[config.mk]
export PLATFORM = sky130hd
export DESIGN_NAME = pipe_stage_buf
export DESIGN_NICKNAME = d
export VERILOG_FILES = /design/src/rtl/pipe_stage_buf_pkg.sv /design/src/rtl/pipe_stage_buf_slot.sv /design/src/rtl/pipe_stage_buf.sv
export SDC_FILE = /design/constraint.sdc
export NUM_CORES = 1
export LEC_CHECK = 0
export CORE_MARGIN = 2
export CORE_UTILIZATION = 44
export CTS_BUF_LIST = sky130_fd_sc_hd__clkbuf_16
export DETAILED_ROUTE_END_ITERATION = 8
export GPL_TIMING_DRIVEN = 0
export PLACE_DENSITY = 0.76
export SLEW_MARGIN = 5
export SYNTH_ARGS = -nofsm -noshare
export SYNTH_HDL_FRONTEND = slang
export SYNTH_SLANG_ARGS = --single-unit
[constraint.sdc]
create_clock -name i_clock -period 1.85 [get_ports i_clock]
set_input_delay 0.37 -clock i_clock [delete_from_list [all_inputs] [get_ports i_clock]]
set_output_delay 0.37 -clock i_clock [all_outputs]
set_load 0.02 [all_outputs]
[src/rtl/pipe_stage_buf_pkg.sv]
// Shared definitions for every pipeline-stage buffer instance.
package pipe_stage_buf_pkg;

    // Stage occupancy states.
    typedef enum logic [1:0] {
        ST_EMPTY = 2'd0,
        ST_FULL  = 2'd1,
        ST_SKID  = 2'd2
    } stage_state_e;

    // Standard stage payload widths so all four boundaries agree.
    localparam int unsigned NB_IFID_CTRL  = 8;
    localparam int unsigned NB_IFID_DATA  = 64;
    localparam int unsigned NB_IDEX_CTRL  = 8;
    localparam int unsigned NB_IDEX_DATA  = 136;
    localparam int unsigned NB_EXMEM_CTRL = 8;
    localparam int unsigned NB_EXMEM_DATA = 136;
    localparam int unsigned NB_MEMWB_CTRL = 8;
    localparam int unsigned NB_MEMWB_DATA = 72;

    localparam int unsigned NB_OCC = 2;

endpackage

[src/rtl/pipe_stage_buf_slot.sv]
// One storage slot (valid, ctrl, data) with load/clear/hold, updated on the falling edge.
module pipe_stage_buf_slot #(
    parameter int unsigned         NB_CTRL  = 8,
    parameter int unsigned         NB_DATA  = 136,
    parameter logic [NB_CTRL-1:0]  CTRL_RST = '0
) (
    input  logic               clk_i,
    input  logic               rst_i,
    input  logic               load_i,
    input  logic               clear_i,
    input  logic [NB_CTRL-1:0] ctrl_i,
    input  logic [NB_DATA-1:0] data_i,
    output logic               valid_o,
    output logic [NB_CTRL-1:0] ctrl_o,
    output logic [NB_DATA-1:0] data_o
);

    logic               valid_q;
    logic [NB_CTRL-1:0] ctrl_q;
    logic [NB_DATA-1:0] data_q;

    // Clear drops the entry but keeps its payload; load captures a new entry.
    always_ff @(negedge clk_i) begin
        if (rst_i) begin
            valid_q <= 1'b0;
            ctrl_q  <= CTRL_RST;
            data_q  <= '0;
        end else if (clear_i) begin
            valid_q <= 1'b0;
        end else if (load_i) begin
            valid_q <= 1'b1;
            ctrl_q  <= ctrl_i;
            data_q  <= data_i;
        end
    end

    assign valid_o = valid_q;
    assign ctrl_o  = ctrl_q;
    assign data_o  = data_q;

endmodule

[src/rtl/pipe_stage_buf.sv]
// Pipeline-stage register with valid/ready handshake, optional skid slot,
// freeze, flush-to-bubble and a saturating bubble counter.
module pipe_stage_buf
    import pipe_stage_buf_pkg::*;
#(
    parameter int unsigned         NB_CTRL     = 8,
    parameter int unsigned         NB_DATA     = 136,
    parameter logic [NB_CTRL-1:0]  CTRL_BUBBLE = '0,
    parameter int unsigned         SKID        = 1,
    parameter int unsigned         NB_CNT      = 16
) (
    input  logic               i_clock,
    input  logic               i_reset,
    input  logic               i_pipeline_enable,
    input  logic               i_flush,
    input  logic               i_valid,
    output logic               o_ready,
    input  logic [NB_CTRL-1:0] i_ctrl,
    input  logic [NB_DATA-1:0] i_data,
    output logic               o_valid,
    input  logic               i_ready,
    output logic [NB_CTRL-1:0] o_ctrl,
    output logic [NB_DATA-1:0] o_data,
    output logic [NB_OCC-1:0]  o_occupancy,
    output logic [NB_CNT-1:0]  o_bubble_cnt
);

    localparam logic [NB_CNT-1:0] CNT_MAX = {NB_CNT{1'b1}};

    stage_state_e       state_q, state_d;
    logic               en, in_fire, out_fire, flush_en;
    logic               main_load, main_clear, main_from_skid;
    logic               skid_load, skid_clear;
    logic               main_valid, skid_valid;
    logic [NB_CTRL-1:0] main_ctrl, skid_ctrl, main_ctrl_d;
    logic [NB_DATA-1:0] main_data, skid_data, main_data_d;
    logic [NB_CNT-1:0]  cnt_q, cnt_d;

    assign en       = i_pipeline_enable;
    assign flush_en = en & i_flush;
    assign in_fire  = en & i_valid & o_ready;
    assign out_fire = en & main_valid & i_ready;

    // Ready: from state only with a skid slot, otherwise passes downstream ready through.
    always_comb begin
        if (SKID != 0) o_ready = en & ~skid_valid;
        else           o_ready = en & (~main_valid | i_ready);
    end

    // State register.
    always_ff @(negedge i_clock) begin
        if (i_reset) state_q <= ST_EMPTY;
        else         state_q <= state_d;
    end

    // Next-state and slot control; flush overrides every transition.
    always_comb begin
        state_d        = state_q;
        main_load      = 1'b0;
        main_clear     = 1'b0;
        main_from_skid = 1'b0;
        skid_load      = 1'b0;
        skid_clear     = 1'b0;
        if (flush_en) begin
            state_d    = ST_EMPTY;
            main_clear = 1'b1;
            skid_clear = 1'b1;
        end else begin
            case (state_q)
                ST_EMPTY: begin
                    if (in_fire) begin
                        state_d   = ST_FULL;
                        main_load = 1'b1;
                    end
                end
                ST_FULL: begin
                    if (in_fire && out_fire) begin
                        main_load = 1'b1;
                    end else if (in_fire && (SKID != 0)) begin
                        state_d   = ST_SKID;
                        skid_load = 1'b1;
                    end else if (out_fire) begin
                        state_d    = ST_EMPTY;
                        main_clear = 1'b1;
                    end
                end
                ST_SKID: begin
                    if (out_fire) begin
                        state_d        = ST_FULL;
                        main_load      = 1'b1;
                        main_from_skid = 1'b1;
                        skid_clear     = 1'b1;
                    end
                end
                default: begin
                    state_d    = ST_EMPTY;
                    main_clear = 1'b1;
                    skid_clear = 1'b1;
                end
            endcase
        end
    end

    assign main_ctrl_d = main_from_skid ? skid_ctrl : i_ctrl;
    assign main_data_d = main_from_skid ? skid_data : i_data;

    pipe_stage_buf_slot #(
        .NB_CTRL  (NB_CTRL),
        .NB_DATA  (NB_DATA),
        .CTRL_RST (CTRL_BUBBLE)
    ) u_main_slot (
        .clk_i   (i_clock),
        .rst_i   (i_reset),
        .load_i  (main_load),
        .clear_i (main_clear),
        .ctrl_i  (main_ctrl_d),
        .data_i  (main_data_d),
        .valid_o (main_valid),
        .ctrl_o  (main_ctrl),
        .data_o  (main_data)
    );

    generate
        if (SKID != 0) begin : g_skid
            pipe_stage_buf_slot #(
                .NB_CTRL  (NB_CTRL),
                .NB_DATA  (NB_DATA),
                .CTRL_RST (CTRL_BUBBLE)
            ) u_skid_slot (
                .clk_i   (i_clock),
                .rst_i   (i_reset),
                .load_i  (skid_load),
                .clear_i (skid_clear),
                .ctrl_i  (i_ctrl),
                .data_i  (i_data),
                .valid_o (skid_valid),
                .ctrl_o  (skid_ctrl),
                .data_o  (skid_data)
            );
        end else begin : g_no_skid
            assign skid_valid = 1'b0;
            assign skid_ctrl  = '0;
            assign skid_data  = '0;
        end
    endgenerate

    // Bubble counter: counts enabled cycles with no valid head, saturating.
    always_comb begin
        cnt_d = cnt_q;
        if (en && !main_valid && (cnt_q != CNT_MAX)) cnt_d = cnt_q + NB_CNT'(1);
    end

    always_ff @(negedge i_clock) begin
        if (i_reset) cnt_q <= '0;
        else         cnt_q <= cnt_d;
    end

    assign o_valid      = main_valid;
    assign o_ctrl       = main_valid ? main_ctrl : CTRL_BUBBLE;
    assign o_data       = main_data;
    assign o_occupancy  = NB_OCC'(main_valid) + NB_OCC'(skid_valid);
    assign o_bubble_cnt = cnt_q;

endmodule

==> out/qor.csv <==
metric,value,unit
syn_nets,1604,
"Reg clk slew, reported paths",50,ps
CTS tree,built,
WP data arrival,2380,ps
remaining routing DRC violations,0,
IO Count,314,
Filler Cells Inserted,1162,
multi-input logic area,8330,um^2
Clock Tree Buf Depth,3,
DRT Wirelength,65400,um
first-pass GRT wire length,79000,um
core outline area,27600,um^2
clk_skew,65.8,ps
cell depth of the worst flop-to-flop path,11,
Post-Syn Area,12300,um^2
Setup Viol. Count Final,472,
drt first pass iters,5,
CP Cell Sequence,clkbuf_16 > and2_4 > buf_6,
Layout Cells excl Fill,2663,
post-synth cell types,46,
worst hold stages,2,
Peak VDD IR,0.765,mV
"Async S/R FF share, synth",0,%
Hold Path End,g_skid.u_skid_slot.data_o[13],
Lkg Pwr,10.7,nW
"Hold Violations, Final",0,
actual slew at the worst max-slew pin,919,ps
H-tree levels,2,
IO Port Bufs,311,
Hold Path Origin,g_skid.u_skid_slot.data_o[13],
Synth Instances,1452,
grt ovf,0,
GPL Wtd Cong,0.862,
Inst Count DP,2141,
Crit-path slowest cell,dfxtp_4,
Syn-to-layout area delta,100,%
drt wl/cell,24.6,um
drt via density,6.10,
RSZ-0062 raised after global routing,yes,
Worst-Skew Late Latency,630,ps
hold_buf cts,0,
Initial DRC Count,1488,
ys flop type,dfxtp_1,
share of cells above drive strength 1,50.1,%
Ys Warns,0,
register area,6400,um^2
Root Buffer,clkbuf_16,
vias in the first global route,15624,
sequential area share after synthesis,50.3,%
post-detail-place hpwl,26800,um
final setup margin,-896,ps
Slew headroom,38.7,%
Die Y-Extent,171,um
total track usage,34.4,%
Post-Syn Area per Cell,8.44,um^2
HP Class,reg2reg,
Slew Limit Fails,0,
Worst Path Required,1480,ps
FF-to-FF setup slack,-620,ps
TritonCTS Sinks,308,
Hold WS,466,ps
Crit. End Element,output pin,
Placement Rows,61,
initial antenna violation count,4,
DR vias,16256,
Post-synth EDFFs,0,
die area,29200,um^2
CP peak stage delay,410,ps
Num CTS Buffers,36,
Nets,2412,
reg-to-reg endpoint,u_main_slot.data_o[47],
status,finished with violations,
dpl ws,-2550,ps
WS Path Type,reg2out,
remaining antenna violation count,0,
r2r startpoint,u_main_slot.valid_o,
"flops & latches, synth",308,
Worst setup SP type,register,
failing checks,setup timing,
initial core utilization,44.3,%
crit path max fanout,5,
PD cells,820,nW/um^2
largest net degree at the start of global routing,14,
die width,171,um
maxcap violations,0,
[worst max path at each step]
stage          slack, ps                endpoint                       start
5_1_grt             -920               o_ctrl[6]         u_main_slot.valid_o
6_report            -900               o_ctrl[6]         u_main_slot.valid_o
3_3_place_gp       -2510  u_main_slot.data_o[20]           i_pipeline_enable
4_1_cts             -830          o_occupancy[0]  g_skid.u_skid_slot.valid_o
3_5_place_dp       -2550  u_main_slot.data_o[20]           i_pipeline_enable
2_1_floorplan       -800  u_main_slot.data_o[21]                     i_valid
[layout by cell type, fill, tap and decap left out, types with 11 or more instances in the layout]
cell             instances
nor2_2                  24
a21oi_1                 22
buf_6                  194
nor2_1                 131
a21oi_2                136
o221ai_4                48
nor3_1                 142
buf_2                   11
dfxtp_1                154
buf_16                  16
dfxtp_4                 15
buf_4                   68
o221ai_2                69
nor2_4                  24
nand2_2                 46
nor4_1                  22
buf_8                   31
buf_12                  46
inv_1                  320
dfxtp_2                139
clkbuf_1                14
clkbuf_2                29
nand2_1                139
clkbuf_16               67
clkdlybuf4s50_1        144
nand2_4                113
[state kept, by name, summed over array words and instances, names as in the netlist]
signal	cells
g_skid.u_skid_slot.data_o	136
u_main_slot.data_o	136
o_bubble_cnt	16
g_skid.u_skid_slot.ctrl_o	8
u_main_slot.ctrl_o	8
state_q	2
g_skid.u_skid_slot.valid_o	1
u_main_slot.valid_o	1
[layout make-up]
type / instances / share of cell area [%]
diodes: 5 / 0.0510
plain buffers: 129 / 6.29
clock buffers: 37 / 3.78
clock inverters: 329 / 5.22
inverters: 2 / 0.0306
multi-input cells: 1008 / 34.0
flip-flops and latches: 308 / 26.1
well taps: 378 / 1.93
repair buffers: 467 / 22.6
[synthesized netlist by cell type (all sizes together), types with 2 or more instances]
library cell	number	area, um^2
dfxtp	308	6170
nand2	298	1120
nor2	179	672
a21oi	158	791
nor3	151	761
o221ai	117	1400
clkbuf	84	315
buf	49	275
nor4	31	209
nand3	9	50.1
and2	8	50.1
nand4	8	50.1
o21ai	7	35.0
or3	6	37.5
or4	4	30.0
and3	3	18.8
inv	3	11.3
nor2b	3	18.8
o31ai	3	22.5
and4b	2	20.0
ha	2	25.0
nand3b	2	27.5
[stage by stage]
step	cell area, um^2	util [%]	TNS, ps	power (mW)
after CTS	21800	79.0	-208490	18.8
after global routing	24500	88.7	-247760	20.8
after global placement	16200	58.7	-612530	9.93
after floorplan	12600	-	-173320	8.99
final	24500	88.8	-240590	20.1
after detailed placement	16200	58.7	-619280	9.94
[layer usage]
layer | vias to the layer above | global-route usage [%] | wire, um
met5 | - | 0 | 0
met4 | 0 | 22.3 | 5130
met3 | 426 | 13.3 | 6260
met2 | 1255 | 59.2 | 32200
met1 | 7782 | 34.9 | 21800
li1 | 6793 | - | -
[critical path: cells and delay by family (launching register included)]
kind | cells | cell delay [ps]
flops | 1 | 410
buf+inv | 2 | 280
simple gates | 1 | 170
[what timing repair did]
action	CTS	global route
buffers inserted	72	54
resized for setup	1418	696
setup endpoints to repair	472	471
cloned	35	15
pin swaps	199	173
[logic make-up after synthesis]
logic type,synth area share (%)
and+or+nand+nor,25.4
muxes,0.174
adders and majority gates,0.204
DFF,50.3
AOI/OAI and AO/OA,19.0
buffers and inverters,4.91
[power breakdown]
group          internal [mW]  switching (mW)  leakage, nW
sequential              6.90           0.195         2.57
combinational           1.39            1.42         5.91
clock                   4.66            5.53         2.19
No activity file was read; power rests on OpenSTA's default activity.
